<file path="src/rtl/mandel_pixel_dispatcher.sv">
// Raster walker for a single Mandelbrot solver: launches one pixel at a time, waits for the
// iteration count, and writes it to the frame buffer.
module mandel_pixel_dispatcher #(
  parameter int unsigned H_RES  = 640,
  parameter int unsigned V_RES  = 480,
  parameter int unsigned ADDR_W = 19
) (
  input  logic              clk,
  input  logic              reset,
  input  logic              start,
  input  logic [26:0]       cr_init,
  input  logic [26:0]       ci_init,
  input  logic [26:0]       d_r,
  input  logic [26:0]       d_i,
  input  logic [12:0]       max_iter,
  output logic              solver_reset,
  output logic [26:0]       solver_cr,
  output logic [26:0]       solver_ci,
  output logic [12:0]       solver_max_iter,
  input  logic              solver_done,
  input  logic [12:0]       solver_iter,
  output logic              wr_valid,
  input  logic              wr_ready,
  output logic [ADDR_W-1:0] wr_addr,
  output logic [12:0]       wr_data,
  output logic              busy,
  output logic              frame_done,
  output logic [31:0]       frame_cycles
);

  localparam int unsigned XW = (H_RES > 1) ? $clog2(H_RES) : 1;
  localparam int unsigned YW = (V_RES > 1) ? $clog2(V_RES) : 1;
  localparam logic [XW-1:0] XLast = XW'(H_RES - 1);
  localparam logic [YW-1:0] YLast = YW'(V_RES - 1);

  typedef enum logic [2:0] {
    StIdle, StLaunch, StSolve, StSettle, StWrite, StAdvance, StDone
  } state_e;

  state_e state_q, state_d;

  logic [XW-1:0]     x_q;
  logic [YW-1:0]     y_q;
  logic [ADDR_W-1:0] addr_q;
  logic [26:0]       cur_r_q, cur_i_q, cr0_q, dr_q, di_q;
  logic [12:0]       mi_q, data_q;
  logic [31:0]       cyc_q;
  logic              first_q;
  logic              last_px;

  assign last_px = (x_q == XLast) && (y_q == YLast);

  always_ff @(posedge clk) begin
    if (reset) state_q <= StIdle;
    else       state_q <= state_d;
  end

  always_comb begin
    state_d = state_q;
    unique case (state_q)
      StIdle:    if (start) state_d = StLaunch;
      StLaunch:  state_d = StSolve;
      // The solver still sits in its init state on the first cycle, so done may be stale.
      StSolve:   if (!first_q && solver_done) state_d = StSettle;
      StSettle:  state_d = StWrite;
      StWrite:   if (wr_ready) state_d = StAdvance;
      StAdvance: state_d = last_px ? StDone : StLaunch;
      StDone:    state_d = StIdle;
      default:   state_d = StIdle;
    endcase
  end

  always_ff @(posedge clk) begin
    if (reset) begin
      x_q     <= '0;
      y_q     <= '0;
      addr_q  <= '0;
      cur_r_q <= '0;
      cur_i_q <= '0;
      cr0_q   <= '0;
      dr_q    <= '0;
      di_q    <= '0;
      mi_q    <= '0;
      data_q  <= '0;
      cyc_q   <= '0;
      first_q <= 1'b0;
    end else begin
      case (state_q)
        StIdle: begin
          if (start) begin
            cr0_q   <= cr_init;
            dr_q    <= d_r;
            di_q    <= d_i;
            mi_q    <= max_iter;
            cur_r_q <= cr_init;
            cur_i_q <= ci_init;
            x_q     <= '0;
            y_q     <= '0;
            addr_q  <= '0;
            cyc_q   <= '0;
          end
        end
        StLaunch: first_q <= 1'b1;
        StSolve:  first_q <= 1'b0;
        StSettle: data_q  <= solver_iter;
        StAdvance: begin
          if (!last_px) begin
            addr_q <= addr_q + 1'b1;
            if (x_q == XLast) begin
              x_q     <= '0;
              y_q     <= y_q + 1'b1;
              cur_r_q <= cr0_q;
              cur_i_q <= cur_i_q - di_q;
            end else begin
              x_q     <= x_q + 1'b1;
              cur_r_q <= cur_r_q + dr_q;
            end
          end
        end
        default: ;
      endcase
      // Count stops in DONE so the reported value is frozen on the frame_done pulse.
      if (state_q != StIdle && state_q != StDone) cyc_q <= cyc_q + 1'b1;
    end
  end

  assign solver_reset    = reset || (state_q == StLaunch);
  assign solver_cr       = cur_r_q;
  assign solver_ci       = cur_i_q;
  assign solver_max_iter = mi_q;
  assign wr_valid        = (state_q == StWrite);
  assign wr_addr         = addr_q;
  assign wr_data         = data_q;
  assign busy            = (state_q != StIdle);
  assign frame_done      = (state_q == StDone);
  assign frame_cycles    = cyc_q;

endmodule

</file>
<file path="config.mk">
export PLATFORM = sky130hd
export DESIGN_NAME = mandel_pixel_dispatcher
export DESIGN_NICKNAME = d
export VERILOG_FILES = /design/src/rtl/mandel_pixel_dispatcher.sv
export SDC_FILE = /design/constraint.sdc
export NUM_CORES = 1
export LEC_CHECK = 0
export BUFFER_PORTS_ARGS = -buffer_cell sky130_fd_sc_hd__buf_2
export CAP_MARGIN = 10
export CORE_ASPECT_RATIO = 1.1
export CORE_UTILIZATION = 55
export DETAILED_ROUTE_END_ITERATION = 16
export HOLD_SLACK_MARGIN = 0.06
export PLACE_DENSITY = 0.81
export SYNTH_ARGS = -nofsm -noshare
export SYNTH_HDL_FRONTEND = slang
export SYNTH_SLANG_ARGS = --single-unit
</file>
<file path="constraint.sdc">
create_clock -name clk -period 6.1 [get_ports clk]
set_input_delay 1.22 -clock clk [delete_from_list [all_inputs] [get_ports clk]]
set_output_delay 1.22 -clock clk [all_outputs]
set_load 0.02 [all_outputs]
</file>
Word-level counts from Yosys, hierarchy flattened --
Cells that the tools add are included.
Operators by class: multipliers 0, magnitude comparators 0, multiplexer cells 28, $add $sub $neg 6, reductions and logical operators 16, divide/modulo/power cells 0, equality and inequality tests 14, shift operators 0, bitwise operators 0
Operators by type and width (count):
- 27-bit 2-to-1 mux | 6
- 27-bit case mux with 2 select lines | 2
- 32-bit 2-to-1 mux | 3
- 19-bit 2-to-1 mux | 2
- 19-bit case mux with 2 select lines | 1
- 32-bit by 1-bit adder with 32-bit output, second input constant | 1
- 10-bit 2-to-1 mux | 3
- 27-bit adder | 1
- 9-bit 2-to-1 mux | 3
- 27-bit subtractor | 1
- 10-bit case mux with 2 select lines | 1
- 19-bit by 1-bit adder with 19-bit output, second input constant | 1
- 3-bit case mux with 6 select lines | 1
- 9-bit case mux with 2 select lines | 1
- 3-bit 2-to-1 mux | 4
- 10-bit by 1-bit adder with 10-bit output, second input constant | 1
- 10-bit == test, second input constant | 1
- 9-bit by 1-bit adder with 9-bit output, second input constant | 1
- 3-bit == test, second input constant | 3
- 9-bit == test, second input constant | 1
- 2-bit inequality test, second input constant | 4
- 2-bit nonzero test | 4
- 3-bit by 2-bit == test with 1-bit output, second input constant | 2
- 3-bit AND reduction | 2
- 11 further kinds | 14
Word-level totals: memories kept 0, output and inout bits 135, bits in latches 0, input bits 139, logic and storage cells 77, memory bits (writable) 0, bits in read-only memories 0, bits in registers 235

Logic depth before layout (Yosys ltp) --
Gate-level depths: netlist of run 1.
depth after elaboration 4, depth in mapped cells 12, depth with buffers taken out 12

Worst setup path before layout of run 1 --
OpenSTA, ideal clock, no wires.
path kind in2out, from in reset, to out solver_reset, arrival time 1765 ps, setup slack 3115 ps, path buffers 1, stages 3, cells stage by stage inv_1 -> clkbuf_1 -> o31ai_1
Between the ends: longest elaborated chain between the ends 1
RTL lines:
- start, declared | line 9 | input logic reset,
- 1-bit logical OR | line 127 | assign solver_reset = reset || (state_q == StLaunch);
- end, declared | line 16 | output logic solver_reset,
No other way between the ends.

Worst setup path after layout of run 1 --
Same ends and word-level chain as after synthesis.

==> impl_metrics.toml, run 1 <==
[status]
outcome = "completed"

[clock_network]
post_cts_buffers = 0
numCtsBuffers = 26
cts_tree = "done"
cts_hold_buf = 0
post_cts_resized = 0
cts_buffer_depth = 3
htree_levels = 1
worstSkewPairLatency_ps = 530
path_clk_slew_ps = 60
clock-sinks = 235
root_buffer = "clkbuf_16"

[timing]
drv_slew = 0
period_share = 0.690
fin_tns_setup_ps = 0
whs_ps = 453
setup_viol = 0
maxSlewHeadroom = 0.288
min_period_ps = 4210
fmax_mhz = 238
rsz0062_at_grt = "false"
final-hold-violation-count = 0
finalClockSkew_ps = 11.2
setup_slack_ps = 1890
tightestPinTransition_ps = 1060

[floorplan]
die_width_um = 146
die_area_mm2 = 0.0233
start_util = 0.563
io_pins = 274
die_y_um = 160
coreArea_mm2 = 0.0222
core.rowCount = 57

[route]
vias_per_cell = 5.70
finalWirelength_um = 33800
avgRoutedWirePerCell_um = 15.6
first_pass_iters = 6
drc = 0
ant_nets = 0
vias = 12333
drtIter0Drc = 718

[global_route]
use_met1 = 0.345
met3_usage = 0.0437
overflow = 0
globalRouteTotalUtil = 0.285
grt.busiest_layer = "met2"
antenna_found_initial = 3
grt_start_max_net_pins = 84
grt_pass1_vias = 11632
grt_first_pass_wirelength_um = 55500
grtUsageMet2 = 0.511

[pwr]
p_clk_frac = 0.347
pwr_density_cell_mw_per_mm2 = 323
internal_power_mw = 3.20
max-vdd-ir-drop_mv = 0.231
power_switching_share = 0.333
p_seq_frac = 0.367
power_frac_comb = 0.286
p_sw_mw = 1.60
total_leakage_power_nw = 6.40

[final_layout]
drive_above_1_share = 0.189
nFillCells = 1927
finalNonFillerCells = 2165
num-nets-final = 2045
final_cell_area_mm2 = 0.0149
areaGrowthSynthToFinish_pct = 19.0

[flow_run]
cap_violations = 0

[synthesis]
synth-edff-count = 0
ys_seq_area_frac = 0.377
ys_ff_latch = 235
synthCells = 1635
synth_flop_cell = "dfxtp_1"
syn_area_per_cell_um2 = 7.64
ys_async_sr_fraction = 0
netlist_area_mm2 = 0.0125
yosysUniqueCellTypes = 75
ys_warn_count = 0
synth_nets = 1832

[setup_path]
reg2reg_slack_ps = 2510
end_kind = "output port"
critPathMaxFanout = 75
crit_arrival_ps = 2990
timing.rr.end = "x_q[1]"
worstRegToRegCells = 8
r2r-start = "x_q[0]"
startpoint_type = "input pin"
worstPathRequired_ps = 4880
crit_type = "input pin to output port"

[place]
dpl_worst_slack_ps = 1910
dpl_cell_area_mm2 = 0.0139
gp_congestion = 0.926
port_buffers = 273
dp.final_hpwl_um = 23300
dp_cells = 2115

[hold_path]
hold_start = "solver_max_iter[3]"
min_to = "solver_max_iter[3]"
hold_depth = 2
hp-class = "flip-flop to flip-flop"
critical path, cell delays in order:
cell	delay, ps
buf_4	610
inv_1	690
o31ai_1	210
buf_2	220
cell families after synthesis:
| family | share of synthesized area |
|---|---|
| compound gates | 0.221 |
| xor+xnor | 0.0603 |
| fa+ha+maj | 0.0593 |
| buf+inv | 0.0454 |
| flops | 0.377 |
| mux | 0.00641 |
| simple gates | 0.230 |
worst max-delay path by stage:
stage               startpoint           end  slack (ps)
detailed placement       reset  solver_reset        1910
floorplan                reset  solver_reset        3120
global route             reset  solver_reset        1740
global placement         reset  solver_reset        1930
CTS                      reset  solver_reset        1910
finish                   reset  solver_reset        1890
routing by layer:
metal / wire length (um) / vias to the layer above
li1: - / 6105
met1: 14200 / 5746
met2: 16700 / 404
met3: 1980 / 76
met4: 967 / 2
met5: 13 / -
state kept, by name (all words and copies together), names as in the netlist:
name             count
cr0_q               27
di_q                27
dr_q                27
first_q              1
frame_cycles        32
solver_ci           27
solver_cr           27
solver_max_iter     13
state_q              3
wr_addr             19
wr_data             13
x_q                 10
y_q                  9
cell usage after synthesis (all sizes together), types with 3 or more instances:
master     n  share of area
nand2    330           0.10
dfxtp    235           0.38
a21oi    188          0.075
nor2     153          0.046
o21ai     98          0.040
clkbuf    80          0.024
ha        56          0.056
xor2      50          0.035
inv       49          0.015
xnor2     36          0.025
nand3     32          0.013
nand4     31          0.016
nor3      30          0.012
a21o      25          0.015
a31oi     24          0.012
a211oi    23          0.015
buf       18         0.0066
and3      16         0.0080
or3       14         0.0074
o211ai    12         0.0072
o21a      11         0.0066
o21bai    11         0.0069
a221oi     9         0.0063
mux2i      8         0.0064
a311oi     7         0.0049
and2       7         0.0035
and4       7         0.0049
o31ai      7         0.0042
nand2b     6         0.0030
nor2b      6         0.0030
a2111oi    4         0.0038
nor3b      4         0.0024
nor4       4         0.0020
o31a       4         0.0028
nand3b     3         0.0018
nor4b      3         0.0033
o221ai     3         0.0021
or4        3         0.0021
power by group through the flow:
stage,Combinational [mW],Sequential (mW),Clock [mW]
finish,1.37,1.76,1.67
global route,1.52,1.78,1.75
CTS,1.36,1.76,1.69
detailed placement,1.35,1.79,0
global placement,1.32,1.79,0
floorplan,0.944,1.85,0
stage by stage:
stage          utilization  total power [mW]
6_report             0.670              4.80
5_1_grt              0.670              5.04
4_1_cts              0.670              4.81
3_5_place_dp         0.628              3.14
3_3_place_gp         0.628              3.11
2_1_floorplan            -              2.79
cell type report:
cell class,count,area (um^2),share of cell area
Multi-Input combinational cell,1253,7230,0.487
Sequential cell,235,4700,0.317
Timing Repair Buffer,283,1440,0.0972
Clock buffer,35,746,0.0502
Tap cell,295,369,0.0248
Inverter,49,184,0.0124
Clock inverter,13,174,0.0117
Antenna cell,2,5.00,0.000337
layout by cell type (no fill, tap or decap), types with 16 or more instances in the layout:
cell         n
o21ai_0     95
a31oi_1     24
nand2_1    324
and3_1      16
nand3_1     32
buf_2      272
dfxtp_1    235
nand4_1     30
a211oi_1    21
clkbuf_16   27
ha_1        56
nor3_1      29
xnor2_1     36
xor2_1      50
nor2_1     153
a21o_1      25
inv_1       49
a21oi_1    188
No activity file was read; power rests on OpenSTA's default activity.
==> run 2, diff against run 1 <==
- ABC_AREA: not set -> 1
- CORE_UTILIZATION: 55 -> 51
- PLACE_DENSITY: 0.81 -> 0.77
- clock period: 6.1 -> 3.4 ns (I/O delays scaled with it)
==> impl_metrics.toml, run 2 <==
[status]
outcome = "completed"

[synthesis]
synth_flop_cell = "dfxtp_1"
netlist.area_leader.share = 0.320
synth_top_area_cell = "dfxtp_1"
netlist_top_cells_area = "dfxtp_1, nand2_1, inv_1, a21oi_1, nand3_1"
synth_nets = 2552
synth-edff-count = 0
ys_seq_area_frac = 0.320
ys_warn_count = 0
ys_ff_latch = 235
synth_common_cells = "nand2_1, inv_1, a21oi_1"
netlist_area_mm2 = 0.0147
ys_async_sr_fraction = 0
syn_area_per_cell_um2 = 6.25
yosysUniqueCellTypes = 50
synth.most_common_cell = "nand2_1"
synthCells = 2355

[clock_network]
htree_levels = 1
clock-sinks = 235
cts_tree = "done"
root_buffer = "clkbuf_16"
cts_buffer_depth = 3
worstSkewPairLatency_ps = 560
path_clk_slew_ps = 60
post_cts_resized = 0
cts_hold_buf = 0
post_cts_buffers = 0
numCtsBuffers = 27

[pwr]
max-vdd-ir-drop_mv = 0.527
total_power_mw = 12.4
total_leakage_power_nw = 8.52
pwr_density_cell_mw_per_mm2 = 722

[global_route]
grt_first_pass_wirelength_um = 72200
overflow = 0
grt_pass1_vias = 14796
grt_start_max_net_pins = 107
globalRouteTotalUtil = 0.299
antenna_found_initial = 2

[floorplan]
start_util = 0.524
die_width_um = 164
core.rowCount = 64
die_area_mm2 = 0.0296
die_y_um = 180
io_pins = 274
coreArea_mm2 = 0.0281

[final_layout]
layout_common_cells = "nand2_1, inv_1, buf_2, a21oi_1, dfxtp_1"
final_common_cell = "nand2_1"
drive_above_1_share = 0.156
areaGrowthSynthToFinish_pct = 16.2
num-nets-final = 2773
largest_reg_flops = 32

[place]
port_buffers = 273
gp_congestion = 1.04
dp.final_hpwl_um = 32900

[timing]
drv_slew = 0
period_share = 0.808
final-hold-violation-count = 0
min_period_ps = 2750
fin_tns_setup_ps = 0
finalClockSkew_ps = 15.4
maxSlewHeadroom = 0.299
rsz0062_at_grt = "false"
fmax_mhz = 364
tightestPinTransition_ps = 1050
setup_viol = 0

[hold_path]
hold_depth = 3
hp-class = "input pin to flip-flop"

[setup_path]
worstPathRequired_ps = 3830
end_kind = "flip-flop"
crit_type = "flip-flop to flip-flop"
startpoint_type = "flip-flop"
crit_arrival_ps = 3180
worstRegToRegCells = 11
critPathMaxFanout = 85

[flow_run]
cap_violations = 0

[route]
drc = 0
vias = 15684
ant_nets = 0
first_pass_iters = 5
drtIter0Drc = 1168
vias_per_cell = 5.30
finalWirelength_um = 44800
avgRoutedWirePerCell_um = 15.1
[run 2: cell count changes in the layout (fill, tap and decap cells not counted), sizes merged, moves of 19 or more]
cell,change
inv,+298
a21oi,+69
a21o,-21
nand2,+357
nand3,+157
o21ai,+19
nor2,+37
xor2,-23
xnor2,-25
a211oi,-21
[run 2: worst paths after layout]
path              slack [ps]      startpoint         end
setup / recovery         650      state_q[1]      y_q[6]
hold / removal           350  solver_iter[1]  wr_data[1]
setup reg to reg         650      state_q[1]      y_q[6]
hold reg to reg          450        di_q[25]    di_q[25]
[run 2: metrics by stage]
| stage | worst slack [ps] | instance area (um^2) | hold slack (ps) | util | cells |
|---|---|---|---|---|---|
| floorplan | 1190 | 14700 | 430 | - | 2355 |
| global placement | 598 | 16200 | 440 | 0.577 | 2910 |
| detailed placement | 600 | 16200 | 444 | 0.577 | 2910 |
| CTS | 656 | 17100 | 339 | 0.608 | 2958 |
| global route | 425 | 17100 | 340 | 0.608 | 2958 |
| finish | 653 | 17100 | 354 | 0.609 | 2960 |
[run 2: cell type report]
type	count	area [um^2]
sequential	235	4700
clock buffer	41	808
fill	2712	11000
timing repair buffer	286	1470
clock inverter	7	77.6
tap	363	454
antenna	2	5.00
multi-input combinational	1677	8280
inverter	349	1310
[run 2: critical path, cell delays in order, from the launching register on]
cell	delay, ps
dfxtp_1	330
inv_1	160
nand2_2	110
nor2_4	130
nand2_4	240
nand2_1	200
nand2_4	180
inv_4	110
buf_4	680
nand3_1	170
xor2_1	190
nor2_1	50
[run 2: report_power, final]
part | switching, mW | internal, mW | leakage, nW
Clock | 1.20 | 1.71 | 0.437
Sequential | 0.376 | 3.27 | 1.92
Combinational | 4.01 | 1.79 | 6.16
Total | 5.59 | 6.77 | 8.52
[run 2: cell families after synthesis]
| group | Yosys count | share of synthesized area |
|---|---|---|
| simple gates | 1172 | 0.338 |
| xor+xnor | 38 | 0.0226 |
| compound gates | 408 | 0.149 |
| buf+inv | 443 | 0.119 |
| flops | 235 | 0.320 |
| fa+ha+maj | 58 | 0.0503 |
| mux | 1 | 0.000680 |
[run 2: per-layer routing]
layer / wire length (um) / global-route usage / share of wire / vias to the layer above
met5: 0 / 0 / 0 / -
met1: 18800 / 0.357 / 0.42 / 7079
met3: 2870 / 0.0437 / 0.064 / 121
met4: 2040 / 0.140 / 0.045 / 0
li1: - / - / - / 7959
met2: 21100 / 0.522 / 0.47 / 525
